--- config.mk ---
export PLATFORM = sky130hd
export DESIGN_NAME = aer_spike_encoder
export DESIGN_NICKNAME = d
export VERILOG_FILES = /design/src/rtl/aer_spike_encoder_pkg.sv /design/src/rtl/aer_spike_encoder_lsb_enc.sv /design/src/rtl/aer_spike_encoder.sv
export SDC_FILE = /design/constraint.sdc
export NUM_CORES = 1
export LEC_CHECK = 0
export CAP_MARGIN = 10
export CORE_UTILIZATION = 48
export DETAILED_ROUTE_END_ITERATION = 10
export PLACE_DENSITY = 0.76
export SLEW_MARGIN = 15
export SYNTH_ARGS = -nofsm -noshare
export SYNTH_HDL_FRONTEND = slang
export SYNTH_SLANG_ARGS = --single-unit
--- constraint.sdc ---
create_clock -name clk -period 3.98 [get_ports clk]
set_input_delay 0.796 -clock clk [delete_from_list [all_inputs] [get_ports clk]]
set_output_delay 0.796 -clock clk [all_outputs]
set_load 0.03 [all_outputs]
--- src/rtl/aer_spike_encoder_pkg.sv ---
// Shared definitions for the AER spike encoder: FSM state encoding and the
// AER index bus width shared with the picture-number detection stage.
package aer_spike_encoder_pkg;

    localparam int AER_IDX_W = 16;

    typedef enum logic [1:0] {
        IDLE = 2'd0,
        SCAN = 2'd1,
        EMIT = 2'd2,
        DONE = 2'd3
    } aer_state_e;

endpackage

--- src/rtl/aer_spike_encoder_lsb_enc.sv ---
// aer_lsb_priority_enc: combinational lowest-set-bit finder over the pending
// spike mask; idx_o is only meaningful while any_o is high.
module aer_lsb_priority_enc #(
    parameter int N  = 64,
    parameter int IW = (N > 1) ? $clog2(N) : 1
) (
    input  logic [N-1:0]  vec_i,
    output logic [IW-1:0] idx_o,
    output logic          any_o
);

    // Scanning downward lets the lowest set bit be the final assignment.
    always_comb begin
        idx_o = '0;
        for (int i = N - 1; i >= 0; i--) begin
            if (vec_i[i]) begin
                idx_o = IW'(i);
            end
        end
    end

    assign any_o = |vec_i;

endmodule

--- src/rtl/aer_spike_encoder.sv ---
// Serialises one frame's spike bitmap into AER indices (base + bit position,
// lowest bit first). Optional per-frame event cap: define AER_EVENT_LIMIT_EN.
module aer_spike_encoder
    import aer_spike_encoder_pkg::*;
#(
    parameter int NUM_NEURON = 64,
    parameter int IDX_W      = AER_IDX_W,
    parameter int CNT_W      = $clog2(NUM_NEURON + 1),
    parameter int MAX_EVENTS = 32
) (
    input  logic                  clk,
    input  logic                  rst,
    input  logic [NUM_NEURON-1:0] spike_in_vec,
    input  logic [IDX_W-1:0]      spike_in_base,
    input  logic                  spike_in_valid,
    output logic                  spike_in_ready,
    output logic [IDX_W-1:0]      aer_index,
    output logic                  aer_valid,
    input  logic                  aer_ready,
    output logic                  frame_done,
    output logic [CNT_W-1:0]      frame_event_cnt,
    output logic                  frame_overflow
);

    localparam int PW = (NUM_NEURON > 1) ? $clog2(NUM_NEURON) : 1;

`ifdef AER_EVENT_LIMIT_EN
    localparam bit LIMIT_EN = 1'b1;
`else
    localparam bit LIMIT_EN = 1'b0;
`endif

    aer_state_e            state_q;
    logic [NUM_NEURON-1:0] pending_q;
    logic [IDX_W-1:0]      base_q;
    logic [CNT_W-1:0]      cnt_q;
    logic [PW-1:0]         p_q;
    logic                  spike_in_ready_q;
    logic [IDX_W-1:0]      aer_index_q;
    logic                  aer_valid_q;
    logic                  frame_done_q;
    logic [CNT_W-1:0]      frame_event_cnt_q;
    logic                  frame_overflow_q;

    logic [PW-1:0]         lsb_idx;
    logic                  lsb_any;

    aer_lsb_priority_enc #(
        .N  (NUM_NEURON),
        .IW (PW)
    ) u_lsb_enc (
        .vec_i (pending_q),
        .idx_o (lsb_idx),
        .any_o (lsb_any)
    );

    // frame_done is raised on the SCAN->DONE edge so it is high exactly
    // during the DONE cycle, alongside the updated event count.
    always_ff @(posedge clk or posedge rst) begin
        if (rst) begin
            state_q           <= IDLE;
            pending_q         <= '0;
            base_q            <= '0;
            cnt_q             <= '0;
            p_q               <= '0;
            spike_in_ready_q  <= 1'b0;
            aer_index_q       <= '0;
            aer_valid_q       <= 1'b0;
            frame_done_q      <= 1'b0;
            frame_event_cnt_q <= '0;
            frame_overflow_q  <= 1'b0;
        end else begin
            frame_done_q <= 1'b0;
            case (state_q)
                IDLE: begin
                    spike_in_ready_q <= 1'b1;
                    if (spike_in_valid && spike_in_ready_q) begin
                        pending_q        <= spike_in_vec;
                        base_q           <= spike_in_base;
                        cnt_q            <= '0;
                        frame_overflow_q <= 1'b0;
                        spike_in_ready_q <= 1'b0;
                        state_q          <= SCAN;
                    end
                end
                SCAN: begin
                    if (!lsb_any) begin
                        frame_done_q      <= 1'b1;
                        frame_event_cnt_q <= cnt_q;
                        state_q           <= DONE;
                    end else if (LIMIT_EN && (cnt_q == CNT_W'(MAX_EVENTS))) begin
                        frame_overflow_q  <= 1'b1;
                        frame_done_q      <= 1'b1;
                        frame_event_cnt_q <= cnt_q;
                        state_q           <= DONE;
                    end else begin
                        p_q         <= lsb_idx;
                        aer_index_q <= base_q + IDX_W'(lsb_idx);
                        aer_valid_q <= 1'b1;
                        state_q     <= EMIT;
                    end
                end
                EMIT: begin
                    if (aer_ready) begin
                        pending_q[p_q] <= 1'b0;
                        cnt_q          <= cnt_q + 1'b1;
                        aer_valid_q    <= 1'b0;
                        state_q        <= SCAN;
                    end
                end
                DONE: begin
                    spike_in_ready_q <= 1'b1;
                    state_q          <= IDLE;
                end
                default: state_q <= IDLE;
            endcase
        end
    end

    assign spike_in_ready  = spike_in_ready_q;
    assign aer_index       = aer_index_q;
    assign aer_valid       = aer_valid_q;
    assign frame_done      = frame_done_q;
    assign frame_event_cnt = frame_event_cnt_q;
    assign frame_overflow  = LIMIT_EN ? frame_overflow_q : 1'b0;

endmodule

; After elaboration in Yosys (flattened, before gate mapping)
; Cells that the tools add are included.
[op_classes]
addsub = 2
n_lt_le_gt_ge = 2
eq_ne = 6
muxes = 83
n_bitwise = 3
reduce_logical = 13
[ops]
columns = op, count
row1 = $mux 6, 64
row2 = $mux 64, 2
row3 = $pmux 64 s2, 1
row4 = $and 64x64->64, 1
row5 = $not 64->64, 1
row6 = $reduce_or 64->1, 1
row7 = $add 16x6->16, 1
row8 = $mux 7, 2
row9 = $pmux 7 s2, 1
row10 = $pmux 2 s4, 1
row11 = $reduce_and 2->1, 4
row12 = $add 7x1->7 const B, 1
row13 = $lt 6x7->1 const B, 1
row14 = $mux 1, 7
row15 = $demux 1 s6, 1
row16 = $ge 6x1->1 const B, 1
row17 = $ne 2x2->1 const B, 3
row18 = $reduce_and 3->1, 2
row19 = $reduce_bool 2->1, 3
row20 = $eq 2x2->1 const B, 2
row21 = $mux 2, 2
row22 = $pmux 1 s2, 2
row23 = $eq 2x1->1 const B, 1
row24 = $logic_and 1x1->1, 2
row25 = other kinds (2), 2
[totals]
reg_bits = 121
in_bits = 84

; Longest topological paths before layout
[logic_depth]
depth_word = 65
depth_mapped = 14
ltp_nobuf = 14

; Modules after synthesis
; Synthesis repeated with hierarchy kept, for this count alone.
[hier_totals]
cells_unflattened = 717
hier_area_um2 = 6513.7
[modules_own_cells]
columns = module, instances, cells_per_inst, area_per_inst_um2, seq_area_each_um2
row1 = aer_spike_encoder, 1, 572, 5626.6, 3027.9
row2 = aer_lsb_priority_enc, 1, 145, 887.1, 0.0

; Worst setup path after synthesis
; No wires, ideal clock.
[synth_timing]
path_type = register to register
from = reg pending_q[38]
to = reg aer_index_q[10] (netlist: aer_index[10])
setup_time_ps = 83
arrival_ps = 2937
t_required_ps = 3897
path_slack_ps = 961
path_stages_with_launch = 15
path_buffers = 0
cell_sequence = dfrtp_1 > or3_1 > or3_1 > nor4b_1 > a2111oi_0 > o21ai_1 > a21o_1 > ha_1 > fa_1 > a211o_1 > a211oi_1 > nor2_1 > nand4_1 > xor2_1 > o21ai_0
[synth_via]
elab_chain_len = 40
word_cells_on_any_way = 42
classes_between = add/sub (1) / mux (39) / reduce/logical (2)
[synth_lines]
columns = item, line_no
row1 = "start, declared", aer_spike_encoder.sv:34  ; logic [NUM_NEURON-1:0] pending_q;
row2 = "start signal, assigned", aer_spike_encoder.sv:78  ; pending_q <= spike_in_vec;
row3 = $mux 6 (39 in a row), aer_spike_encoder_lsb_enc.sv:16  ; if (vec_i[i]) begin
row4 = named net lsb_idx[0], aer_spike_encoder.sv:45  ; logic [PW-1:0] lsb_idx;
row5 = $add 16x6->16, aer_spike_encoder.sv:98  ; aer_index_q <= base_q + IDX_W'(lsb_idx);
row6 = "end signal, assigned", aer_spike_encoder.sv:98
row7 = "end, declared", aer_spike_encoder.sv:39  ; logic [IDX_W-1:0] aer_index_q;
; The timed path passes the listed nets, and every way through them passes these cells.
; A chain may end at the register's enable or synchronous reset.

; Worst setup path after layout
; Ends and elaborated chain as after synthesis.

==> qor.csv <==
stage,metric,value,unit
detailed_routing,drtIter0Drc,496,
critical_path,crit_required,4310,ps
min_path,hp-class,reg2reg,
grt,grt_max_degree,65,
clocking,clock_sinks,121,
grt,antenna_found_initial,0,
final_layout,n_antenna_cell,0,
sta,fin_crit,3660,ps
detailed_routing,wl_per_cell,18.5,um
final_layout,fin_util,65.1,%
placement,port_buffers,109,
status,status,"finished, final reports clean",
synth,synthArstFlopShare,100,%
detailed_routing,drc,0,
synth,synth_top_area_cell,dfrtp_1,
synth,synth_edf_count,0,
grt,overflow,0,
critical_path,worstSetupStartpointType,flop,
grt,grt_usage,27.4,%
pwr,p_leak,3.39,nW
final_layout,multi_input_area,3110,um^2
final_layout,final_layout_size_suffix_gt1_share,9.59,%
critical_path,crit_arrival,4000,ps
min_path,holdPathStages,2,
floorplanning,die_x,117,um
critical_path,reg2reg_to,aer_index[10],
floorplanning,top_level_ports,111,
critical_path,cp-end-kind,flop,
sta,worst_pin_slew,724,ps
detailed_routing,wl,18300,um
final_layout,n_fill_cell,1030,
pwr,powerDensity,850,nW/um^2
critical_path,r2r_cells,14,
detailed_routing,vias,5886,
sta,rsz0062_at_grt,no,
synth,synth.distinct_cells,56,
grt,grt_pass1_wl,29500,um
synth,yosys-top-cells-area,"dfrtp_1 (47%), a21oi_1 (6.9%), nor2_1 (6.6%)",
sta,hold_viol,0,
grt,grt_pass1_vias,5877,
final_layout,nNetsFinal,896,
clocking,cts_resized,0,
floorplanning,floorplan.rows,41,
clocking,cts_buffer_depth,2,
floorplanning,start_util,50.0,%
placement,place_inst,953,
clocking,post_cts_buffers,0,
synth,synthCells,698,
floorplanning,dieHeight,117,um
clocking,clk_pin_slew,60,ps
sta,setup_viol,0,
placement,gp_routability_congestion,0.923,
detailed_routing,vias_per_cell,5.98,
sta,max_slew_margin,51.7,%
final_layout,regArea,3030,um^2
placement,dp_hpwl,12400,um
critical_path,worstPathMaxFanout,6,
clocking,root_buffer,clkbuf_16,
min_path,hold_start,frame_event_cnt[1],
clocking,insertion_delay,420,ps
sta,fmax,273,MHz
sta,finClkSkew,4.23,ps
synth,synth_nets,794,
clocking,cts_tree,yes,
clocking,htreeDepth,4,
pwr,vdd_drop_max,0.526,mV
synth,synth_area_per_cell,9.14,um^2
final_layout,area_delta_synth_final,30.3,%
synth,syn-cell-area,6380,um^2
critical_path,crit_start,pending_q[38],
critical_path,crit_type,reg2reg,
synth,synth_top_flop_cell,dfrtp_1,
job,drv_cap,0,
sta,fin_hold_ws,499,ps
synth,synth_seq_area_share,47.5,%
critical_path,r2r_slack,320,ps
synth,ys_seq_elements,121,
detailed_routing,ant_nets,0,
floorplanning,coreArea,12800,um^2
floorplanning,die-area,13800,um^2
synth,synth_top_area_share,47.5,%
min_path,hold_end,frame_event_cnt[1],
sta,slew_viol_final,0,
synth,ys_warn_count,0,
sta,fin_crit_sh,92.1,%
sta,tns,0,ps
critical_path,r2r-start,pending_q[38],
final_layout,layout.cells.non_filler,985,
detailed_routing,drt_pass1_iterations,5,
clocking,cts_buffers,17,
clocking,holdBufCountCts,0,
==> logic make-up after synthesis <==
logic type	share of synthesized area [%]
fa+ha+maj	2.47
flops	47.5
other cells	0.0588
simple gates	17.9
compound gates	20.8
buf+inv	3.92
xor+xnor	2.61
mux	4.73
==> Yosys cell counts, types with 11 or more instances <==
cell type  number
a21oi_1        88
clkbuf_1       19
dfrtp_1       121
ha_1           11
inv_1          22
mux2_2         22
nand2_1        47
nand3_1        12
nand4_1        12
nor2_1        112
nor4_1         13
o21ai_0        24
o22ai_1        60
xor2_1         12
==> how the worst max path moves through the flow <==
| stage | to | cells past startpoint |
|---|---|---|
| 2_1_floorplan | aer_index[10] | 14 |
| 3_3_place_gp | aer_index[10] | 14 |
| 3_5_place_dp | aer_index[10] | 14 |
| 4_1_cts | aer_index[10] | 14 |
| 5_1_grt | aer_index[10] | 14 |
| 6_report | aer_index[10] | 14 |
==> area by class of cell <==
cell class	count	area share, %
sequential	121	36.4
clock inverter	13	3.00
multi-input combinational	518	37.5
inverter	22	1.04
timing repair buffer	120	14.3
tap	172	2.59
clock buffer	19	5.21
==> routing by layer <==
layer | wire length, um | track usage, %
met1 | 7590 | 34.0
met2 | 8570 | 43.3
met3 | 1500 | 9.10
met4 | 606 | 12.6
met5 | 0 | 0
==> worst max-delay path, stage by stage (launching register included) <==
cell	delay [ps]
dfrtp_1	440
or3_1	410
or3_1	360
nor4b_1	320
a2111oi_0	160
o21ai_1	260
a21o_1	180
ha_1	210
fa_1	250
a211o_1	160
a211oi_1	80
nor2_1	260
nand4_1	150
xor2_1	160
o21ai_0	170
==> power by group <==
group          switching [W]  internal (W)  total [W]  leakage [nW]
clock network       0.000565       0.00123    0.00180         0.327
registers           0.000669       0.00178    0.00245          1.50
logic                0.00163       0.00119    0.00282          1.56
==> registers in the layout, summed over array words and instances, names as in the netlist <==
register,flops
pending_q,64
aer_index,16
base_q,16
cnt_q,7
frame_event_cnt,7
p_q,6
state_q,2
aer_valid,1
frame_done,1
spike_in_ready,1
==> cells in the final DEF (no fill, tap or decap), types with 12 or more instances in the layout <==
master,synthesis,final
nor2_1,112,111
inv_1,22,21
xor2_1,12,12
nand4_1,12,12
mux2_2,22,22
nand2_1,47,47
nand3_1,12,12
o21ai_0,24,24
nor4_1,13,13
o22ai_1,60,60
clkbuf_16,0,17
clkdlybuf4s50_1,0,109
a21oi_1,88,88
dfrtp_1,121,121
==> through the flow <==
stage	total power (W)	instance area [um^2]	setup slack, ps
5_1_grt	0.00751	8310	43.5
6_report	0.00707	8310	315
4_1_cts	0.00705	8310	346
3_3_place_gp	0.00509	7630	581
3_5_place_dp	0.00520	7630	464
2_1_floorplan	0.00434	6380	961
Power figures use the tool's default switching activity.
